### config.mk
export PLATFORM = sky130hd
export DESIGN_NAME = bus_fabric_n
export DESIGN_NICKNAME = d
export VERILOG_FILES = /design/src/rtl/bus_fabric_pkg.sv /design/src/rtl/bus_fabric_rr_arb.sv /design/src/rtl/bus_fabric_n.sv
export SDC_FILE = /design/constraint.sdc
export NUM_CORES = 1
export LEC_CHECK = 0
export BUFFER_PORTS_ARGS = -buffer_cell sky130_fd_sc_hd__buf_2
export CAP_MARGIN = 20
export CORE_MARGIN = 5
export CORE_UTILIZATION = 48
export DETAILED_ROUTE_END_ITERATION = 10
export PLACE_DENSITY = 0.84
export SLEW_MARGIN = 5
export SYNTH_ARGS = -nofsm -noshare
export SYNTH_HDL_FRONTEND = slang
export SYNTH_SLANG_ARGS = --single-unit
### constraint.sdc
create_clock -name CLK -period 3.8 [get_ports CLK]
set_clock_uncertainty 0.1 [all_clocks]
set_input_delay 0.19 -clock CLK [delete_from_list [all_inputs] [get_ports CLK]]
set_output_delay 0.19 -clock CLK [all_outputs]
set_load 0.03 [all_outputs]
### src/rtl/bus_fabric_pkg.sv
// Shared types for the N-master / N-slave bus fabric.
// State encoding, select-width helper and split record.
package bus_fabric_pkg;

  typedef enum logic [1:0] {
    S_IDLE,
    S_GRANT,
    S_ADDR,
    S_XFER
  } state_e;

  typedef struct packed {
    logic       valid;
    logic [2:0] mst;
    logic [2:0] slv;
  } split_rec_t;

  function automatic int sel_w(input int n);
    return (n > 2) ? $clog2(n) : 1;
  endfunction

endpackage

### src/rtl/bus_fabric_rr_arb.sv
// Round-robin arbiter; a non-empty prio mask restricts the
// search to prioritised requesters.
module bus_fabric_rr_arb #(
  parameter int N = 2
) (
  input  logic [N-1:0]         req,
  input  logic [N-1:0]         prio,
  input  logic [$clog2(N)-1:0] last,
  output logic [$clog2(N)-1:0] idx,
  output logic                 vld
);
  localparam int IW = $clog2(N);

  logic [N-1:0]  eff;
  logic [IW-1:0] j;

  always_comb begin
    eff = (|(req & prio)) ? (req & prio) : req;
    idx = '0;
    vld = 1'b0;
    j   = '0;
    for (int k = 1; k <= N; k++) begin
      j = IW'((int'(last) + k) % N);
      if (!vld && eff[j]) begin
        vld = 1'b1;
        idx = j;
      end
    end
  end

endmodule

### src/rtl/bus_fabric_n.sv
// N-master / N-slave bus fabric with serial slave addressing.
// Define BUS_FABRIC_SPLIT_EN to enable split transfers and resume.
module bus_fabric_n
  import bus_fabric_pkg::*;
#(
  parameter int N_M = 2,
  parameter int N_S = 3
) (
  input  logic           CLK,
  input  logic           RST,
  input  logic [N_M-1:0] B_REQ,
  input  logic [N_M-1:0] B_UTILM,
  input  logic [N_M-1:0] A_ADDM,
  input  logic [N_M-1:0] B_BUS_OUTM,
  input  logic [N_M-1:0] B_RWM,
  input  logic [N_M-1:0] B_DONEM,
  output logic [N_M-1:0] B_GRANT,
  output logic [N_M-1:0] B_SPLIT,
  output logic [N_M-1:0] B_SPL_RESUME,
  output logic [N_M-1:0] B_ERRM,
  output logic [N_M-1:0] B_BUS_INM,
  output logic [N_M-1:0] B_READYM,
  output logic [N_M-1:0] B_ACKM,
  input  logic [N_S-1:0] B_SBSY,
  input  logic [N_S-1:0] B_BUS_INS,
  input  logic [N_S-1:0] B_READYS,
  input  logic [N_S-1:0] B_ACKS,
  output logic [N_S-1:0] AD_SEL,
  output logic [N_S-1:0] B_BUS_OUTS,
  output logic [N_S-1:0] B_RWS
);
  localparam int SW = sel_w(N_S);
  localparam int MW = $clog2(N_M);
  localparam logic [SW:0] CNT_LAST = (SW+1)'(SW - 1);

  state_e         state_q, state_d;
  logic [N_M-1:0] grant_q, grant_d;
  logic [MW-1:0]  gidx_q, gidx_d;
  logic [MW-1:0]  last_q, last_d;
  logic [N_S-1:0] sel_q, sel_d;
  logic [SW-1:0]  sidx_q, sidx_d;
  logic [SW-1:0]  addr_q, addr_d, addr_nx;
  logic [SW:0]    cnt_q, cnt_d;
  logic [N_M-1:0] err_q, err_d;
  logic [N_M-1:0] prio;
  logic [MW-1:0]  arb_idx;
  logic           arb_vld;

`ifdef BUS_FABRIC_SPLIT_EN
  logic [N_M-1:0] split_q, split_d;
  logic [N_M-1:0] resume_q, resume_d;
  logic [N_M-1:0] pend_q, pend_d;
  split_rec_t     rec_q, rec_d;
  logic           rec_busy;

  assign prio         = pend_q;
  assign B_SPLIT      = split_q;
  assign B_SPL_RESUME = resume_q;
`else
  logic unused_sbsy;

  assign unused_sbsy  = ^B_SBSY;
  assign prio         = '0;
  assign B_SPLIT      = '0;
  assign B_SPL_RESUME = '0;
`endif

  bus_fabric_rr_arb #(.N(N_M)) u_arb (
    .req  (B_REQ),
    .prio (prio),
    .last (last_q),
    .idx  (arb_idx),
    .vld  (arb_vld)
  );

  assign addr_nx = SW'({addr_q, A_ADDM[gidx_q]});

  always_comb begin
    state_d = state_q;
    grant_d = grant_q;
    gidx_d  = gidx_q;
    last_d  = last_q;
    sel_d   = sel_q;
    sidx_d  = sidx_q;
    addr_d  = addr_q;
    cnt_d   = cnt_q;
    err_d   = '0;
`ifdef BUS_FABRIC_SPLIT_EN
    split_d  = '0;
    resume_d = '0;
    pend_d   = pend_q;
    rec_d    = rec_q;
    rec_busy = 1'b0;
    for (int s = 0; s < N_S; s++)
      if (rec_q.slv == 3'(s)) rec_busy = B_SBSY[s];
    // The parked slave went idle: wake its master.
    if (rec_q.valid && !rec_busy) begin
      for (int m = 0; m < N_M; m++)
        if (rec_q.mst == 3'(m)) begin
          resume_d[m] = 1'b1;
          pend_d[m]   = 1'b1;
        end
      rec_d = '0;
    end
`endif
    unique case (state_q)
      S_IDLE: begin
        cnt_d  = '0;
        addr_d = '0;
        if (arb_vld) begin
          grant_d          = '0;
          grant_d[arb_idx] = 1'b1;
          gidx_d           = arb_idx;
          last_d           = arb_idx;
          state_d          = S_GRANT;
`ifdef BUS_FABRIC_SPLIT_EN
          pend_d[arb_idx]  = 1'b0;
`endif
        end
      end
      S_GRANT, S_ADDR: begin
        if (B_UTILM[gidx_q]) begin
          addr_d  = addr_nx;
          cnt_d   = cnt_q + 1'b1;
          state_d = S_ADDR;
          if (cnt_q == CNT_LAST) begin
            if (int'(addr_nx) < N_S) begin
              sel_d          = '0;
              sel_d[addr_nx] = 1'b1;
              sidx_d         = addr_nx;
              state_d        = S_XFER;
            end else begin
              err_d[gidx_q] = 1'b1;
              grant_d       = '0;
              state_d       = S_IDLE;
            end
          end
        end
      end
      S_XFER: begin
        if (B_DONEM[gidx_q]) begin
          grant_d = '0;
          sel_d   = '0;
          state_d = S_IDLE;
        end
`ifdef BUS_FABRIC_SPLIT_EN
        else if (B_SBSY[sidx_q]) begin
          if (rec_q.valid) begin
            err_d[gidx_q] = 1'b1;
          end else begin
            split_d[gidx_q] = 1'b1;
            rec_d = '{valid: 1'b1,
                      mst: 3'(gidx_q),
                      slv: 3'(sidx_q)};
          end
          grant_d = '0;
          sel_d   = '0;
          state_d = S_IDLE;
        end
`endif
      end
      default: state_d = S_IDLE;
    endcase
  end

  always_ff @(posedge CLK) begin
    if (RST) begin
      state_q  <= S_IDLE;
      grant_q  <= '0;
      gidx_q   <= '0;
      last_q   <= MW'(N_M - 1);
      sel_q    <= '0;
      sidx_q   <= '0;
      addr_q   <= '0;
      cnt_q    <= '0;
      err_q    <= '0;
`ifdef BUS_FABRIC_SPLIT_EN
      split_q  <= '0;
      resume_q <= '0;
      pend_q   <= '0;
      rec_q    <= '0;
`endif
    end else begin
      state_q  <= state_d;
      grant_q  <= grant_d;
      gidx_q   <= gidx_d;
      last_q   <= last_d;
      sel_q    <= sel_d;
      sidx_q   <= sidx_d;
      addr_q   <= addr_d;
      cnt_q    <= cnt_d;
      err_q    <= err_d;
`ifdef BUS_FABRIC_SPLIT_EN
      split_q  <= split_d;
      resume_q <= resume_d;
      pend_q   <= pend_d;
      rec_q    <= rec_d;
`endif
    end
  end

  assign B_GRANT = grant_q;
  assign AD_SEL  = sel_q;
  assign B_ERRM  = err_q;

  // sel_q is only non-zero while a grant is held.
  assign B_BUS_OUTS = sel_q & {N_S{B_BUS_OUTM[gidx_q]}};
  assign B_RWS      = sel_q & {N_S{B_RWM[gidx_q]}};
  assign B_BUS_INM  = grant_q & {N_M{|(sel_q & B_BUS_INS)}};
  assign B_READYM   = grant_q & {N_M{|(sel_q & B_READYS)}};
  assign B_ACKM     = grant_q & {N_M{|(sel_q & B_ACKS)}};

endmodule

==> results.sh <==
export IMPL_outcome="complete, no violations"
export IMPL_instances_no_fill=184
export IMPL_drv_cap=0
export IMPL_port_buffers=41
export IMPL_rsz0062_at_grt="false"
export IMPL_synth_ff_type="dfxtp_1"
export IMPL_yosys_register_bits=15
export IMPL_n_antenna_cell=0
export IMPL_place_ws_ps=1780
export IMPL_cp_end_kind="flip-flop"
export IMPL_area_growth_pct=23.9
export IMPL_arrival_ps=2170
export IMPL_ctsLongestPathBuffers=2
export IMPL_numCtsBuffers=3
export IMPL_maxSlewViolCount=0
export IMPL_rows=16
export IMPL_cts_root_buffer="clkbuf_4"
export IMPL_cts_resized=0
export IMPL_yosysWarnings=0
export IMPL_syn_mean_instance_area_um2=8.26
export IMPL_hold_viol_final=0
export IMPL_ant_nets=0
export IMPL_setup_ws_ps=1740
export IMPL_drt_total_wl_um=2420
export IMPL_cellLeakagePower_nw=0.546
export IMPL_multi_input_area_um2=587
export IMPL_tightest_slew_ps=521
export IMPL_hpwl_um=1950
export IMPL_hold_slack_ps=59.4
export IMPL_p_total_mw=0.466
export IMPL_synth_edf_count=0
export IMPL_fin_crit_ps=2060
export IMPL_drive_above_1_share=0.306
export IMPL_r2r_start="state_q[1]"
export IMPL_drc_errors=0
export IMPL_vias=1041
export IMPL_synthDistinctLibCells=36
export IMPL_r2r_end="B_GRANT[0]"
export IMPL_crit_path_end="B_GRANT[0]"
export IMPL_place_gp_congestion=0.749
export IMPL_via_per_inst=5.66
export IMPL_grtUsageTotal=0.171
export IMPL_postCtsHoldBufs=0
export IMPL_async_flop_share=0
export IMPL_ir_drop_mv=0.215
export IMPL_hp_class="input pin to flip-flop"
export IMPL_tritoncts="built"
export IMPL_start_util=0.494
export IMPL_grt_pass1_wl_um=3800
export IMPL_final_nets=189
export IMPL_seqCellArea_um2=300
export IMPL_powerDensity_nw_per_um2=392
export IMPL_fp_dieH_um=54.7
export IMPL_final_setup_viol_count=0
export IMPL_dp_cells=180
export IMPL_netlist_area_um2=958
export IMPL_n_fill_cell=167
export IMPL_die_x_um=54.7
export IMPL_cp_required_ps=3910
export IMPL_die_area_um2=2990
export IMPL_rrSetupSlack_ps=1740
export IMPL_drt_pass1_iter_count=4
export IMPL_clk_pin_slew_worst_paths_ps=100
export IMPL_grt_overflow_total=0
export IMPL_slew_headroom=0.652
export IMPL_synth_cells=116
export IMPL_clk_latency_ps=280
export IMPL_tns_ps=0
export IMPL_cp_startpoint="state_q[1]"
export IMPL_cp_max_fo=9
export IMPL_cts_sinks=15
export IMPL_grt_pass1_vias=965
export IMPL_num_io_pins=49
export IMPL_post_route_period_util=0.542
export IMPL_rr_worst_depth=6
export IMPL_cts_htree_levels=1
export IMPL_post_cts_buffers=0
export IMPL_grt_max_degree=16
export IMPL_start_kind="flip-flop"
export IMPL_coreArea_um2=1940
export IMPL_first_iter_violations=18
export IMPL_max_freq_mhz=485
export IMPL_antenna_found_initial=0
export IMPL_wl_per_cell_um=13.2
export IMPL_path_class="flip-flop to flip-flop"
export IMPL_seq_area_frac_synth=0.313
==> cell families (layout without fill, tap and decap cells) <==
logic type / after synthesis / count (layout) / synth area share
AO/OA/AOI/OAI: 28 / 28 / 0.217
adder cells (fa/ha/maj): 5 / 5 / 0.0653
buffers and inverters: 16 / 54 / 0.0862
flip-flops: 15 / 15 / 0.313
multiplexers: 8 / 8 / 0.0940
other: 1 / 4 / 0.00391
AND/OR/NAND/NOR: 43 / 43 / 0.221
==> cell type report <==
type                            count  area share
Sequential cell                    15       0.253
Tap cell                           27      0.0285
Inverter                            9      0.0285
Multi-Input combinational cell     88       0.494
Clock inverter                      1     0.00421
Clock buffer                        3      0.0190
Timing Repair Buffer               41       0.173
==> sequential cells by signal, summed over array words and instances, names as in the netlist <==
| signal | cells |
|---|---|
| addr_q | 1 |
| B_GRANT | 2 |
| AD_SEL | 3 |
| cnt_q | 3 |
| B_ERRM | 2 |
| gidx_q | 1 |
| state_q | 2 |
| last_q | 1 |
==> layer usage <==
layer	vias to the layer above	track usage	share of wire
met2	60	0.341	0.48
met4	0	0.0664	0.018
li1	498	-	-
met5	-	0	0
met1	474	0.173	0.36
met3	9	0.0245	0.14
==> cells in the mapped netlist (3+ instances only) <==
cell | n | share of area
nor2b_1 | 7 | 0.046
a222oi_1 | 3 | 0.031
a21oi_1 | 7 | 0.037
nor2_1 | 17 | 0.067
inv_1 | 9 | 0.035
dfxtp_1 | 15 | 0.31
mux2i_1 | 6 | 0.063
ha_1 | 5 | 0.065
nor3_1 | 3 | 0.016
nand2_1 | 6 | 0.023
o21ai_0 | 3 | 0.016
buf_4 | 4 | 0.031
==> stage by stage <==
step                       util  cell area, um^2
final                     0.611             1190
after floorplan               -              970
after CTS                 0.611             1190
after global placement    0.597             1160
after global routing      0.611             1190
after detailed placement  0.597             1160
==> how the worst min path moves through the flow <==
stage | startpoint | to | slack (ps) | cells after the start
6_report | B_UTILM[1] | B_ERRM[1] | 60 | 3
3_3_place_gp | B_UTILM[1] | B_ERRM[1] | 350 | 3
2_1_floorplan | RST | B_ERRM[1] | 170 | 1
4_1_cts | B_UTILM[1] | B_ERRM[1] | 60 | 3
3_5_place_dp | B_UTILM[1] | B_ERRM[1] | 360 | 3
5_1_grt | B_UTILM[1] | B_ERRM[1] | 70 | 3
==> power by group <==
group	internal (mW)	switching [mW]	total [mW]
clock network	0.0391	0.0538	0.0929
logic	0.0713	0.108	0.179
registers	0.173	0.0204	0.194
total	0.284	0.182	0.466
==> layout by cell type, fill, tap and decap left out, drive strengths merged, types with 4 or more instances in the layout <==
master | netlist | final
buf | 5 | 41
nor2 | 17 | 17
dfxtp | 15 | 15
inv | 9 | 9
nor2b | 7 | 7
a21oi | 7 | 7
mux2i | 6 | 6
nand2 | 6 | 6
ha | 5 | 5
conb | 1 | 4
==> worst max-delay path, cell delays in order, from the launching register on <==
cell and delay, ps:
dfxtp_1 380, inv_1 90, ha_1 400, inv_1 270, a41oi_2 80, or4_1 490
a21oi_1 180
Power figures use the tool's default switching activity.
